### src/rtl/issue_ctrl_if.sv
// Buffer-side link between the issue controller and the dual-slot
// instruction FIFO: read address and issue commands out, lookup results back.
interface issue_ctrl_if;
  logic [31:0] current_pc_o;
  logic        issue_o;
  logic        issue_mode_o;
  logic        buf_flush_o;
  logic [31:0] inst1_i;
  logic [31:0] inst2_i;
  logic        inst1_valid_i;
  logic        inst2_valid_i;

  modport master (
    output current_pc_o, issue_o, issue_mode_o, buf_flush_o,
    input  inst1_i, inst2_i, inst1_valid_i, inst2_valid_i
  );

  modport slave (
    input  current_pc_o, issue_o, issue_mode_o, buf_flush_o,
    output inst1_i, inst2_i, inst1_valid_i, inst2_valid_i
  );
endinterface

### src/rtl/issue_ctrl.sv
// Issue-stage controller: owns the buffer read pointer, picks single/dual/no
// issue from the two buffered instructions, and sequences taken branches
// (with MIPS delay slots), flushes and backend stalls.
module issue_ctrl #(
  parameter logic [31:0] RESET_PC   = 32'hBFC00000,
  parameter bit          HILO_CHECK = 1'b1
) (
  input  logic        clk,
  input  logic        rst,
  issue_ctrl_if.master ibuf,
  input  logic        stall_i,
  input  logic        flush_i,
  input  logic [31:0] flush_pc_i,
  input  logic        br_taken_i,
  input  logic [31:0] br_target_i,
  output logic [31:0] id_inst1_o,
  output logic [31:0] id_inst2_o,
  output logic [31:0] id_pc1_o,
  output logic [31:0] id_pc2_o,
  output logic        id_valid1_o,
  output logic        id_valid2_o
);

  localparam logic SINGLE_ISSUE = 1'b0;
  localparam logic DUAL_ISSUE   = 1'b1;

  typedef enum logic [1:0] {REFILL, RUN, DSLOT} state_t;

  state_t      state;
  logic [31:0] pc;
  logic [31:0] pend_tgt;
  logic        pend_br;
  logic        buf_flush;
  logic        after_ds;

  logic        br1;
  logic        br2;
  logic [4:0]  dst1;
  logic        raw;
  logic        hilo;
  logic        issue;
  logic        dual;
  logic        apply;

  function automatic logic is_branch(input logic [31:0] inst);
    logic [5:0] op;
    logic [5:0] fn;
    op = inst[31:26];
    fn = inst[5:0];
    return (op == 6'b000001) || (op == 6'b000010) || (op == 6'b000011) ||
           (op[5:2] == 4'b0001) ||
           ((op == 6'b000000) && ((fn == 6'b001000) || (fn == 6'b001001)));
  endfunction

  function automatic logic [4:0] dest_reg(input logic [31:0] inst);
    logic [5:0] op;
    op = inst[31:26];
    if (op == 6'b000000)
      return inst[15:11];
    else if ((op == 6'b000011) || ((op == 6'b000001) && inst[20]))
      return 5'd31;
    else if ((op[5:3] == 3'b001) || (op[5:3] == 3'b100))
      return inst[20:16];
    else
      return 5'd0;
  endfunction

  // Hazard checks and the issue decision for the current buffer lookup.
  always_comb begin
    br1  = is_branch(ibuf.inst1_i);
    br2  = is_branch(ibuf.inst2_i);
    dst1 = dest_reg(ibuf.inst1_i);
    raw  = (dst1 != 5'd0) &&
           ((ibuf.inst2_i[25:21] == dst1) || (ibuf.inst2_i[20:16] == dst1));
    hilo = HILO_CHECK &&
           ((ibuf.inst1_i[5:2] == 4'b0110) ||
            ((ibuf.inst1_i[5:2] == 4'b0100) && ibuf.inst1_i[0])) &&
           (ibuf.inst2_i[5:2] == 4'b0100) && !ibuf.inst2_i[0];
    issue = ibuf.inst1_valid_i && !stall_i && !flush_i &&
            (state != REFILL) && !buf_flush;
    dual  = (state == RUN) && ibuf.inst1_valid_i && ibuf.inst2_valid_i &&
            !raw && !br2 && !hilo;
    // A pending redirect waits until the delay slot has gone; right after the
    // slot issues it takes effect even if the buffer offers more instructions.
    apply = pend_br && !stall_i &&
            (((state != DSLOT) && !issue) || after_ds);
  end

  // PC, state, pending-branch and flush-pulse registers.
  always_ff @(posedge clk or negedge rst) begin
    if (!rst) begin
      state     <= REFILL;
      pc        <= RESET_PC;
      pend_tgt  <= '0;
      pend_br   <= 1'b0;
      buf_flush <= 1'b0;
      after_ds  <= 1'b0;
    end else if (flush_i) begin
      state     <= REFILL;
      pc        <= flush_pc_i;
      pend_br   <= 1'b0;
      buf_flush <= 1'b1;
      after_ds  <= 1'b0;
    end else begin
      buf_flush <= apply;
      if (br_taken_i) begin
        pend_br  <= 1'b1;
        pend_tgt <= br_target_i;
      end else if (apply) begin
        pend_br <= 1'b0;
      end

      if (apply) begin
        pc       <= pend_tgt;
        state    <= REFILL;
        after_ds <= 1'b0;
      end else if (!stall_i) begin
        after_ds <= (state == DSLOT) && issue;
        if (issue)
          pc <= pc + (dual ? 32'd8 : 32'd4);
        case (state)
          REFILL:  if (ibuf.inst1_valid_i) state <= RUN;
          RUN:     if (issue && br1 && !dual) state <= DSLOT;
          DSLOT:   if (issue) state <= RUN;
          default: state <= REFILL;
        endcase
      end
    end
  end

  // Buffer-side and decode-side outputs.
  always_comb begin
    ibuf.current_pc_o = pc;
    ibuf.issue_o      = issue;
    ibuf.issue_mode_o = dual ? DUAL_ISSUE : SINGLE_ISSUE;
    ibuf.buf_flush_o  = buf_flush;
    id_valid1_o       = issue;
    id_valid2_o       = issue && dual;
    id_inst1_o        = issue ? ibuf.inst1_i : '0;
    id_pc1_o          = issue ? pc : '0;
    id_inst2_o        = (issue && dual) ? ibuf.inst2_i : '0;
    id_pc2_o          = (issue && dual) ? (pc + 32'd4) : '0;
  end

endmodule
### src/flat_wrapper.sv
// flat-port wrapper written by rule: the top's interface ports become plain ports
module issue_ctrl_flat 
#(
  parameter logic [31:0] RESET_PC   = 32'hBFC00000,
  parameter bit          HILO_CHECK = 1'b1
)
  (clk, rst, stall_i, flush_i, flush_pc_i, br_taken_i, br_target_i, id_inst1_o, id_inst2_o, id_pc1_o, id_pc2_o, id_valid1_o, id_valid2_o, ibuf_current_pc_o, ibuf_issue_o, ibuf_issue_mode_o, ibuf_buf_flush_o, ibuf_inst1_i, ibuf_inst2_i, ibuf_inst1_valid_i, ibuf_inst2_valid_i);
  issue_ctrl_if ibuf_i ();
  input  logic clk;
  input  logic rst;
  input  logic stall_i;
  input  logic flush_i;
  input  logic [31:0] flush_pc_i;
  input  logic br_taken_i;
  input  logic [31:0] br_target_i;
  output logic [31:0] id_inst1_o;
  output logic [31:0] id_inst2_o;
  output logic [31:0] id_pc1_o;
  output logic [31:0] id_pc2_o;
  output logic id_valid1_o;
  output logic id_valid2_o;
  output wire logic [$bits(ibuf_i.current_pc_o)-1:0] ibuf_current_pc_o;
  output wire logic [$bits(ibuf_i.issue_o)-1:0] ibuf_issue_o;
  output wire logic [$bits(ibuf_i.issue_mode_o)-1:0] ibuf_issue_mode_o;
  output wire logic [$bits(ibuf_i.buf_flush_o)-1:0] ibuf_buf_flush_o;
  input wire logic [$bits(ibuf_i.inst1_i)-1:0] ibuf_inst1_i;
  input wire logic [$bits(ibuf_i.inst2_i)-1:0] ibuf_inst2_i;
  input wire logic [$bits(ibuf_i.inst1_valid_i)-1:0] ibuf_inst1_valid_i;
  input wire logic [$bits(ibuf_i.inst2_valid_i)-1:0] ibuf_inst2_valid_i;
  assign ibuf_current_pc_o = ibuf_i.current_pc_o;
  assign ibuf_issue_o = ibuf_i.issue_o;
  assign ibuf_issue_mode_o = ibuf_i.issue_mode_o;
  assign ibuf_buf_flush_o = ibuf_i.buf_flush_o;
  assign ibuf_i.inst1_i = ibuf_inst1_i;
  assign ibuf_i.inst2_i = ibuf_inst2_i;
  assign ibuf_i.inst1_valid_i = ibuf_inst1_valid_i;
  assign ibuf_i.inst2_valid_i = ibuf_inst2_valid_i;
  issue_ctrl #(.RESET_PC(RESET_PC), .HILO_CHECK(HILO_CHECK)) u_core (.clk(clk), .rst(rst), .ibuf(ibuf_i), .stall_i(stall_i), .flush_i(flush_i), .flush_pc_i(flush_pc_i), .br_taken_i(br_taken_i), .br_target_i(br_target_i), .id_inst1_o(id_inst1_o), .id_inst2_o(id_inst2_o), .id_pc1_o(id_pc1_o), .id_pc2_o(id_pc2_o), .id_valid1_o(id_valid1_o), .id_valid2_o(id_valid2_o));
endmodule
### config.mk
export PLATFORM = sky130hd
export DESIGN_NAME = issue_ctrl_flat
export DESIGN_NICKNAME = d
export VERILOG_FILES = /design/src/rtl/issue_ctrl_if.sv /design/src/rtl/issue_ctrl.sv /design/src/flat_wrapper.sv
export SDC_FILE = /design/constraint.sdc
export NUM_CORES = 1
export LEC_CHECK = 0
export ABC_AREA = 1
export CORE_UTILIZATION = 35
export CTS_CLUSTER_DIAMETER = 150
export DETAILED_ROUTE_END_ITERATION = 10
export GPL_TIMING_DRIVEN = 0
export PLACE_DENSITY_LB_ADDON = 0.15
export SLEW_MARGIN = 20
export SYNTH_ARGS = -nofsm -noshare
export SYNTH_HDL_FRONTEND = slang
export SYNTH_SLANG_ARGS = --single-unit
### constraint.sdc
create_clock -name clk -period 5.23 [get_ports clk]
set_input_delay 1.046 -clock clk [delete_from_list [all_inputs] [get_ports clk]]
set_output_delay 1.046 -clock clk [all_outputs]
set_load 0.03 [all_outputs]
=== After elaboration in Yosys (flattened, before gate mapping) ===
Cells that the tools add are included.

* Flip-flop bits (word level): 69
* Bits in latches: 0
* Memory bits (writable): 0
* ROM bits: 0
* Input port bits: 135
* Output and inout port bits: 165
* Logic and storage cells: 119
* Memories kept: 0

* $add $sub $neg: 2
* $mul: 0
* Divide/modulo/power cells: 0
* Order comparisons: 0
* Equality and inequality tests: 26
* Shift-type cells: 0
* Mux-type cells: 27
* Bitwise logic cells: 1
* Reduce and logical (&&, ||, !) cells: 57

{| class="wikitable"
|+ Operator list
! kind !! number
|-
| 32-bit 2-to-1 mux || 8
|-
| 32-bit by 3-bit adder with 32-bit output, second input constant || 1
|-
| 32-bit adder || 1
|-
| 6-bit by 2-bit == test with 1-bit output, second input constant || 4
|-
| 6-bit by 4-bit == test with 1-bit output, second input constant || 4
|-
| 1-bit logical AND || 23
|-
| 1-bit logical OR || 15
|-
| 5-bit 2-to-1 mux || 3
|-
| 4-bit by 3-bit == test with 1-bit output, second input constant || 3
|-
| 6-bit by 1-bit == test with 1-bit output, second input constant || 2
|-
| 6-bit zero test || 2
|-
| 2-bit 2-to-1 mux || 6
|-
| 5-bit == test || 2
|-
| 1-bit zero test || 9
|-
| 4-bit by 1-bit == test with 1-bit output, second input constant || 2
|-
| 1-bit 2-to-1 mux || 8
|-
| 4-bit by 3-bit inequality test with 1-bit output, second input constant || 2
|-
| 2-bit one-hot mux with 3 select lines || 1
|-
| 3-bit nonzero test || 2
|-
| 5-bit nonzero test || 1
|-
| 4-bit 2-to-1 mux || 1
|-
| 4-bit by 2-bit inequality test with 1-bit output, second input constant || 1
|-
| 2-bit AND reduction || 2
|-
| 4-bit AND reduction || 1
|-
| 9 further kinds || 9
|}

=== Depth between registers and ports, before layout ===
Gate-level depths: netlist of the first run.

* Depth after elaboration: 19
* Gate-level depth with buffers: 28
* Mapped depth without buffers: 28

=== Least setup slack after synthesis of the first run ===
Ideal clock, no wire load.

* Kind: input to register
* Start point: input port ibuf_inst1_i[30]
* End point: register u_core.pc[26] (netlist: u_core.ibuf.current_pc_o[26])
* Setup time: 0.079 ns
* Data arrival time: 3.943 ns
* Required time: 5.151 ns
* Slack: 1.208 ns
* Stages on the path: 27
* Path buffers: 0
* Cell sequence: inv_2 -> nand2_2 -> nor2_8 -> nand2_4 -> nand2_2 -> nand2_2 -> nand2_1 -> nand2_1 -> nor2_1 -> nand3_1 -> nand2_1 -> nand2_1 -> nand2_2 -> ha_1 -> inv_1 -> fa_1 -> inv_1 -> nand3_1 -> nor2_2 -> nand2_2 -> nor3_4 -> nand4_1 -> nor2_1 -> nand2_1 -> xor2_1 -> o21ai_1 -> nand2_1

* Word-level cells in the longest chain between the ends: 18
* Elaborated cells between the ends (all ways): 26
* Classes of those cells: 1 x add/sub; 6 x eq/ne; 8 x mux; 11 x reduce/logical

{| class="wikitable"
|+ Ends and longest elaborated chain
! what !! RTL line !! text
|-
| from (decl) || flat_wrapper.sv:26 || <nowiki>input wire logic [$bits(ibuf_i.inst1_i)-1:0] ibuf_inst1_i;</nowiki>
|-
| 3-bit by 1-bit == test with 1-bit output, or another cell as far along || issue_ctrl.sv:62 || <nowiki>else if ((op[5:3] == 3'b001) || (op[5:3] == 3'b100))</nowiki>
|-
| 1-bit logical OR or 1-bit logical AND (tied branches) || issue_ctrl.sv:62, issue_ctrl.sv:60 ||
|-
| 5-bit 2-to-1 mux or 1-bit logical OR (tied branches) || issue_ctrl.sv:62, issue_ctrl.sv:60 ||
|-
| 5-bit 2-to-1 mux || issue_ctrl.sv:60 || <nowiki>else if ((op == 6'b000011) || ((op == 6'b000001) && inst[20]))</nowiki>
|-
| 5-bit 2-to-1 mux * || issue_ctrl.sv:58 || <nowiki>if (op == 6'b000000)</nowiki>
|-
| 5-bit == test || issue_ctrl.sv:74 || <nowiki>((ibuf.inst2_i[25:21] == dst1) || (ibuf.inst2_i[20:16] == dst1));</nowiki>
|-
| 1-bit logical OR || issue_ctrl.sv:74 ||
|-
| 1-bit logical AND * || issue_ctrl.sv:73 || <nowiki>raw = (dst1 != 5'd0) &&</nowiki>
|-
| 1-bit zero test * || issue_ctrl.sv:82 || <nowiki>!raw && !br2 && !hilo;</nowiki>
|-
| 1-bit logical AND * || issue_ctrl.sv:81 || <nowiki>dual = (state == RUN) && ibuf.inst1_valid_i && ibuf.inst2_valid_i &&</nowiki>
|-
| 1-bit logical AND * (2 in a row) || issue_ctrl.sv:82 ||
|-
| 4-bit 2-to-1 mux * || issue_ctrl.sv:120 || <nowiki>pc <= pc + (dual ? 32'd8 : 32'd4);</nowiki>
|-
| 32-bit adder * || issue_ctrl.sv:120 ||
|-
| 32-bit 2-to-1 mux * || issue_ctrl.sv:119 || <nowiki>if (issue)</nowiki>
|-
| 32-bit 2-to-1 mux * || issue_ctrl.sv:117 || <nowiki>end else if (!stall_i) begin</nowiki>
|-
| 32-bit 2-to-1 mux * || issue_ctrl.sv:113 || <nowiki>if (apply) begin</nowiki>
|-
| 32-bit 2-to-1 mux * || issue_ctrl.sv:98 || <nowiki>end else if (flush_i) begin</nowiki>
|-
| to (signal assigned) || issue_ctrl.sv:100 || <nowiki>pc <= flush_pc_i;</nowiki>
|-
| to (signal assigned) || issue_ctrl.sv:114 || <nowiki>pc <= pend_tgt;</nowiki>
|-
| to (signal assigned) || issue_ctrl.sv:120 ||
|-
| to (decl) || issue_ctrl.sv:30 || <nowiki>logic [31:0] pc;</nowiki>
|}

Every way passes the cells marked *; elsewhere a longest branch is shown, timed or not. The select of a mux whose other input is x is not followed.
A chain may end at the register's enable or synchronous reset.

=== Worst setup path after layout of the first run ===
* Start point: input port ibuf_inst1_i[30]
* End point: output port id_pc2_o[29]

* Word-level cells in the longest chain between the ends: 14
* Elaborated cells between the ends (all ways): 22
* Classes of those cells: 6 x eq/ne; 4 x mux; 12 x reduce/logical

{| class="wikitable"
|+ Ends and longest elaborated chain
! what !! RTL line !! text
|-
| 3-bit by 1-bit == test with 1-bit output, or another cell as far along || issue_ctrl.sv:62 ||
|-
| 1-bit logical OR or 1-bit logical AND (tied branches) || issue_ctrl.sv:62, issue_ctrl.sv:60 ||
|-
| 5-bit 2-to-1 mux or 1-bit logical OR (tied branches) || issue_ctrl.sv:62, issue_ctrl.sv:60 ||
|-
| 5-bit 2-to-1 mux || issue_ctrl.sv:60 ||
|-
| 5-bit 2-to-1 mux * || issue_ctrl.sv:58 ||
|-
| 5-bit == test || issue_ctrl.sv:74 ||
|-
| 1-bit logical OR || issue_ctrl.sv:74 ||
|-
| 1-bit logical AND * || issue_ctrl.sv:73 ||
|-
| 1-bit zero test * || issue_ctrl.sv:82 ||
|-
| 1-bit logical AND * || issue_ctrl.sv:81 ||
|-
| 1-bit logical AND * (2 in a row) || issue_ctrl.sv:82 ||
|-
| 1-bit logical AND * || issue_ctrl.sv:142 || <nowiki>id_pc2_o = (issue && dual) ? (pc + 32'd4) : '0;</nowiki>
|-
| 32-bit 2-to-1 mux * || issue_ctrl.sv:142 ||
|-
| to (decl) || flat_wrapper.sv:19 || <nowiki>output logic [31:0] id_pc2_o;</nowiki>
|}

Every way passes the cells marked *; elsewhere a longest branch is shown, timed or not.

==> results.cfg, run 1 <==
[setup_path]
crit_required_ns = 4.18
path_common_cell = nand2_1
crit_type = primary input to primary output
cp_data_arrival_time_ns = 3.95
crit_chain = clkdlybuf4s50_1 > inv_2 > nand2_2 > nor2_8 > nand3_1 > nand2_2 > nand2_1 > nand2_1 > nor2_1 > nand3_1 > nand2_1 > nand2_1 > nand2_4 > nor2_4 > inv_6 > buf_6 > nor2_1 > clkdlybuf4s50_1
cp-start-kind = primary input
cpLargestDelayFamily = buffers and inverters
regToRegEndpoint = u_core.ibuf.current_pc_o[26]
regToRegSetupSlack_ns = 1.79
cp_slowest_cell = clkdlybuf4s50_1
worst-r2r-cell-count = 17
crit_path_max_fanout = 10
cp_num_buf_inv = 5
crit_path_end_kind = primary output
max_stage_delay_ns = 0.71
reg2reg_from = u_core.state[0]

[outcome]
status = finished clean

[drt]
drt_wl_total_um = 24470
drt_iter0_markers = 438
drcViolationCount = 0
dr_total_vias = 6842
vias_per_cell = 4.998
dr.pass1.iters = 5
routedWlPerCell_um = 17.88
antenna_left = 0

[die]
design.core.area_um2 = 15890
die_area_um2 = 16820
die_w_um = 129.7
rows = 46
num_io_pins = 300
start_util_pct = 35.92
dieHeight_um = 129.7

[timing]
worst_slew_pin_slew_ns = 0.8691
min_period_ns = 4.999
whs_ns = 0.4945
setup_viol = 0
setup_ws_ns = 0.2313
tns_ns = 0
period_share_pct = 95.58
clock_skew_ns = 0.008167
hold_viol_final = 0
finalMaxSlewViolations = 0
max_freq_mhz = 200.1
rsz0062_at_grt = false
max_slew_margin_pct = 42.06

[clock_network]
cts_buffers = 9
ctsLongestPathBuffers = 2
htreeDepth = 3
ctsHoldBuffers = 0
cts_tree = built
root_buffer = clkbuf_16
clk_latency_ns = 0.34
cts_sinks = 69
path_clk_slew_ns = 0.06

[final_layout]
area_growth_pct = 62.68
drive_above_1_share_pct = 10.23
diodes = 0
fin_util_pct = 58.44
final_cell_mix = clkdlybuf4s50_1, nor2_1, nand2_1
final_common_cell = clkdlybuf4s50_1
fin_cells = 1369
n_fill_cell = 1540
final_nets = 1287
final_area_um2 = 9284

[global_route]
antenna_found_initial = 0
met3_usage_pct = 5.002
track_usage_pct = 28.96
busiest_layer = met2
grtUsageMet1_pct = 35.35
grt_pass1_wl_um = 36300
gr-usage-met2_pct = 50.61
grt_pass1_vias = 6344
grt_max_degree = 45
grt_overflow = 0

[logic_synthesis]
synth_edf_count = 0
synth_cells = 837
synthDistinctLibCells = 49
async_flop_share_pct = 100.0
avgSynthCellArea_um2 = 6.818
synth_seq_area_share_pct = 30.45
ys_ff_latch = 69
ys_warn_count = 0
synth_top_area_share_pct = 26.31
synth_area_leader_cell = dfrtp_1
syn_area_um2 = 5707
ys.flop_type = dfrtp_1
synth_area_leaders = dfrtp_1, nor2_1, nand2_1
syn_nets = 976

[placed_design]
dp.cells = 1353
dp_hpwl_um = 19280
routabilityCongestion = 0.9770
place_ws_ns = -0.06953
dpl_cell_area_um2 = 8995
io_buffers = 299

[min_path]
hold_class = flip-flop to flip-flop
hp-start = u_core.pend_tgt[0]
min_to = u_core.ibuf.current_pc_o[0]
hold_depth = 2

[pwr]
powerDensity_nw_per_um2 = 227.0
power.total_mw = 2.107
p_leak_nw = 4.065
peakVddDrop_mv = 0.1911

[job]
maxCapViolations = 0
[tightest hold or removal path, cell delays in order (launching register included)]
cell and delay, ns:
dfrtp_1 0.33, nand2_1 0.05, o211ai_1 0.07
[sequential cells by signal (all words and copies together), names as in the netlist]
name,cells
u_core.state,2
u_core.pend_br,1
u_core.pend_tgt,32
u_core.after_ds,1
u_core.ibuf.buf_flush_o,1
u_core.ibuf.current_pc_o,32
[cells by family after synthesis]
| family | after synthesis | synth area share, % |
|---|---|---|
| AND/OR/NAND/NOR | 406 | 31.88 |
| buffers and inverters | 167 | 12.15 |
| AO/OA/AOI/OAI | 114 | 11.53 |
| flip-flops | 69 | 30.45 |
| XOR/XNOR | 50 | 7.674 |
| multiplexers | 27 | 5.306 |
| adder cells (fa/ha/maj) | 4 | 1.009 |
[area by class of cell]
class	count	area [um2]	area share (%)
inverter	131	496.7	5.350
clock buffer	9	225.2	2.426
multi-input combinational	601	3288	35.42
sequential	69	1738	18.72
clock inverter	7	51.30	0.5526
tap	216	270.3	2.911
timing repair buffer	300	3018	32.51
buffer	36	196.4	2.116
[power breakdown]
| group | switching [mW] | leakage, nW | total, mW | internal [mW] |
|---|---|---|---|---|
| registers | 0.100 | 0.805 | 0.728 | 0.628 |
| logic | 0.459 | 3.13 | 0.793 | 0.335 |
| clock network | 0.263 | 0.132 | 0.586 | 0.323 |
| total | 0.822 | 4.07 | 2.11 | 1.29 |
[synth_stat cells (2+ instances only)]
master / count
nand2_4: 2
o21ai_1: 2
buf_2: 7
nand2_2: 11
o21bai_1: 3
nand4_1: 11
nor2_2: 20
nor2_4: 3
nor3_1: 27
o22ai_1: 24
dfrtp_1: 60
nor4_1: 5
nand2_1: 129
a21oi_1: 17
nor2_1: 159
ha_1: 3
buf_1: 2
o21ai_0: 53
buf_6: 5
inv_1: 124
clkbuf_1: 20
dfstp_2: 9
xor2_1: 49
mux2_2: 26
o211ai_1: 8
inv_2: 5
nand3_1: 31
[how the worst max path moves through the flow]
stage,to,startpoint,cells past startpoint
2_1_floorplan,u_core.ibuf.current_pc_o[26],ibuf_inst1_i[30],27
3_3_place_gp,u_core.ibuf.current_pc_o[26],ibuf_inst1_i[27],28
3_5_place_dp,u_core.ibuf.current_pc_o[26],ibuf_inst1_i[27],28
4_1_cts,id_pc2_o[29],ibuf_inst1_i[30],18
5_1_grt,u_core.ibuf.current_pc_o[26],ibuf_inst1_i[27],28
6_report,id_pc2_o[29],ibuf_inst1_i[30],18
[layer usage]
metal | vias up | part of all wire, % | routed length, um
li1 | 3274 | - | -
met1 | 3168 | 40 | 9707
met2 | 349 | 49 | 11970
met3 | 51 | 8.3 | 2019
met4 | 0 | 3.2 | 775
met5 | - | 0 | 0
[repair_timing]
action / CTS / global route
endpoints found under the setup margin: 0 / 4
resized for setup: 0 / 3
buffers inserted: 0 / 0
(Power assumes the default switching activity.)
==> inputs of run 2 (changes only) <==
--- a/config.mk
+++ b/config.mk
@@ -9,7 +9,6 @@
 export CORE_UTILIZATION = 35
 export CTS_CLUSTER_DIAMETER = 150
 export DETAILED_ROUTE_END_ITERATION = 10
-export GPL_TIMING_DRIVEN = 0
 export PLACE_DENSITY_LB_ADDON = 0.15
 export SLEW_MARGIN = 20
 export SYNTH_ARGS = -nofsm -noshare
==> results.cfg, run 2 (same netlist as run 1, synthesis figures left out) <==
[timing]
hold_viol_final = 0
finalMaxSlewViolations = 0
min_period_ns = 4.744
max_freq_mhz = 210.8
worst_slew_pin_slew_ns = 0.9390
setup_ws_ns = 0.4857
rsz0062_at_grt = false
whs_ns = 0.4949
max_slew_margin_pct = 37.18
period_share_pct = 90.71
clock_skew_ns = 0.005701
setup_viol = 0
tns_ns = 0

[die]
num_io_pins = 300
die_area_um2 = 16820
start_util_pct = 35.92
dieHeight_um = 129.7
die_w_um = 129.7
design.core.area_um2 = 15890
rows = 46

[clock_network]
cts_tree = built
cts_buffers = 9
path_clk_slew_ns = 0.06
htreeDepth = 3
clk_latency_ns = 0.34
ctsHoldBuffers = 0
root_buffer = clkbuf_16
ctsLongestPathBuffers = 2
cts_resized = 0
cts_setup_buffers = 0
cts_sinks = 69

[pwr]
peakVddDrop_mv = 0.1472
p_clk_share_pct = 29.3
p_leak_nw = 4.135
p_sw_share_pct = 37.49
internal_power_mw = 1.327
p_switching_mw = 0.7959
power.total_mw = 2.123
comb_power_share_pct = 36.1
powerDensity_nw_per_um2 = 235.5
seqPwrFrac_pct = 34.5

[drt]
drt_iter0_markers = 430
dr_total_vias = 6665
drt_wl_total_um = 22780
antenna_left = 0
dr.pass1.iters = 5
routedWlPerCell_um = 17.00
vias_per_cell = 4.974
drcViolationCount = 0

[placed_design]
dp_hpwl_um = 17530
io_buffers = 299
dp.cells = 1324
place_ws_ns = 0.2123
routabilityCongestion = 0.8770

[global_route]
track_usage_pct = 26.66
grt_max_degree = 70
grt_overflow = 0
grt_pass1_wl_um = 34290
grt_pass1_vias = 6465
antenna_found_initial = 0

[setup_path]
crit_type = primary input to flip-flop
cp_slowest_cell = clkdlybuf4s50_1
reg2reg_from = u_core.state[0]
cp_data_arrival_time_ns = 5.01
path_common_cell = nand2_1
worst-r2r-cell-count = 17
cp-start-kind = primary input
max_stage_delay_ns = 0.48
crit_path_end_kind = flip-flop
regToRegEndpoint = u_core.ibuf.current_pc_o[26]
regToRegSetupSlack_ns = 1.83
crit_path_max_fanout = 6
crit_required_ns = 5.49

[min_path]
hp-start = u_core.pend_br
hold_class = flip-flop to flip-flop
min_to = u_core.pend_br
hold_depth = 2

[final_layout]
diodes = 0
area_growth_pct = 57.95
final_cell_mix = clkdlybuf4s50_1, nor2_1, nand2_1
final_common_cell = clkdlybuf4s50_1
drive_above_1_share_pct = 15.57
fin_cells = 1340
final_nets = 1258

[job]
maxCapViolations = 0

[outcome]
status = finished clean
-- run 2: cell count changes in the layout (fill, tap and decap cells not counted), moves of 2 or more --
cell             previous run  this run
buf_12                      0         3
nand2_2                    10        12
buf_2                       7         0
clkdlybuf4s50_1           298       235
buf_4                       2        69
buf_6                       5         0
buf_1                       2         0
clkbuf_1                   20         0
-- run 2: cell type report --
| class | instances | area [um2] |
|---|---|---|
| repair buffers | 307 | 2930 |
| clock inverters | 7 | 75.07 |
| multi-input cells | 601 | 3278 |
| flip-flops and latches | 69 | 1738 |
| fillers | 1567 | 6872 |
| well taps | 216 | 270.3 |
| clock buffers | 9 | 225.2 |
| inverters | 131 | 496.7 |
-- run 2: layer usage --
metal / vias up / part of all wire [%] / global-route usage, %
li1: 3230 / - / -
met1: 3093 / 40 / 33.17
met2: 306 / 49 / 46.43
met3: 36 / 8.3 / 4.510
met4: 0 / 2.5 / 9.508
met5: - / 0 / 0
-- run 2: per-stage QoR --
step / cell area (um2) / util, %
6_report: 9014 / 56.74
5_1_grt: 9014 / 56.74
4_1_cts: 9014 / 56.74
3_5_place_dp: 8713 / 54.85
3_3_place_gp: 8713 / 54.85
2_1_floorplan: 5707 / -
-- run 2: worst max-delay path: cells and delay by family --
kind	cells	cell delay, ns
AO/OA/AOI/OAI	1	0.12
adder cells (fa/ha/maj)	2	0.60
buffers and inverters	4	0.65
XOR/XNOR	1	0.17
AND/OR/NAND/NOR	20	2.41
-- run 2: worst max path at each step --
stage | startpoint | cells after the start | to | slack [ns]
after detailed placement | ibuf_inst1_i[27] | 28 | u_core.ibuf.current_pc_o[26] | 0.21
after global routing | ibuf_inst1_i[27] | 28 | u_core.ibuf.current_pc_o[26] | 0.12
final | ibuf_inst1_i[27] | 28 | u_core.ibuf.current_pc_o[26] | 0.49
after CTS | ibuf_inst1_i[27] | 19 | id_inst2_o[25] | 0.52
after floorplan | ibuf_inst1_i[30] | 27 | u_core.ibuf.current_pc_o[26] | 1.21
after global placement | ibuf_inst1_i[27] | 28 | u_core.ibuf.current_pc_o[26] | 0.39
-- run 2: power groups by stage --
stage	clock network (mW)	logic, mW	registers [mW]
2_1_floorplan	0	0.361	0.794
3_3_place_gp	0	0.759	0.737
3_5_place_dp	0	0.761	0.739
4_1_cts	0.630	0.767	0.731
5_1_grt	0.650	0.839	0.744
6_report	0.622	0.767	0.733
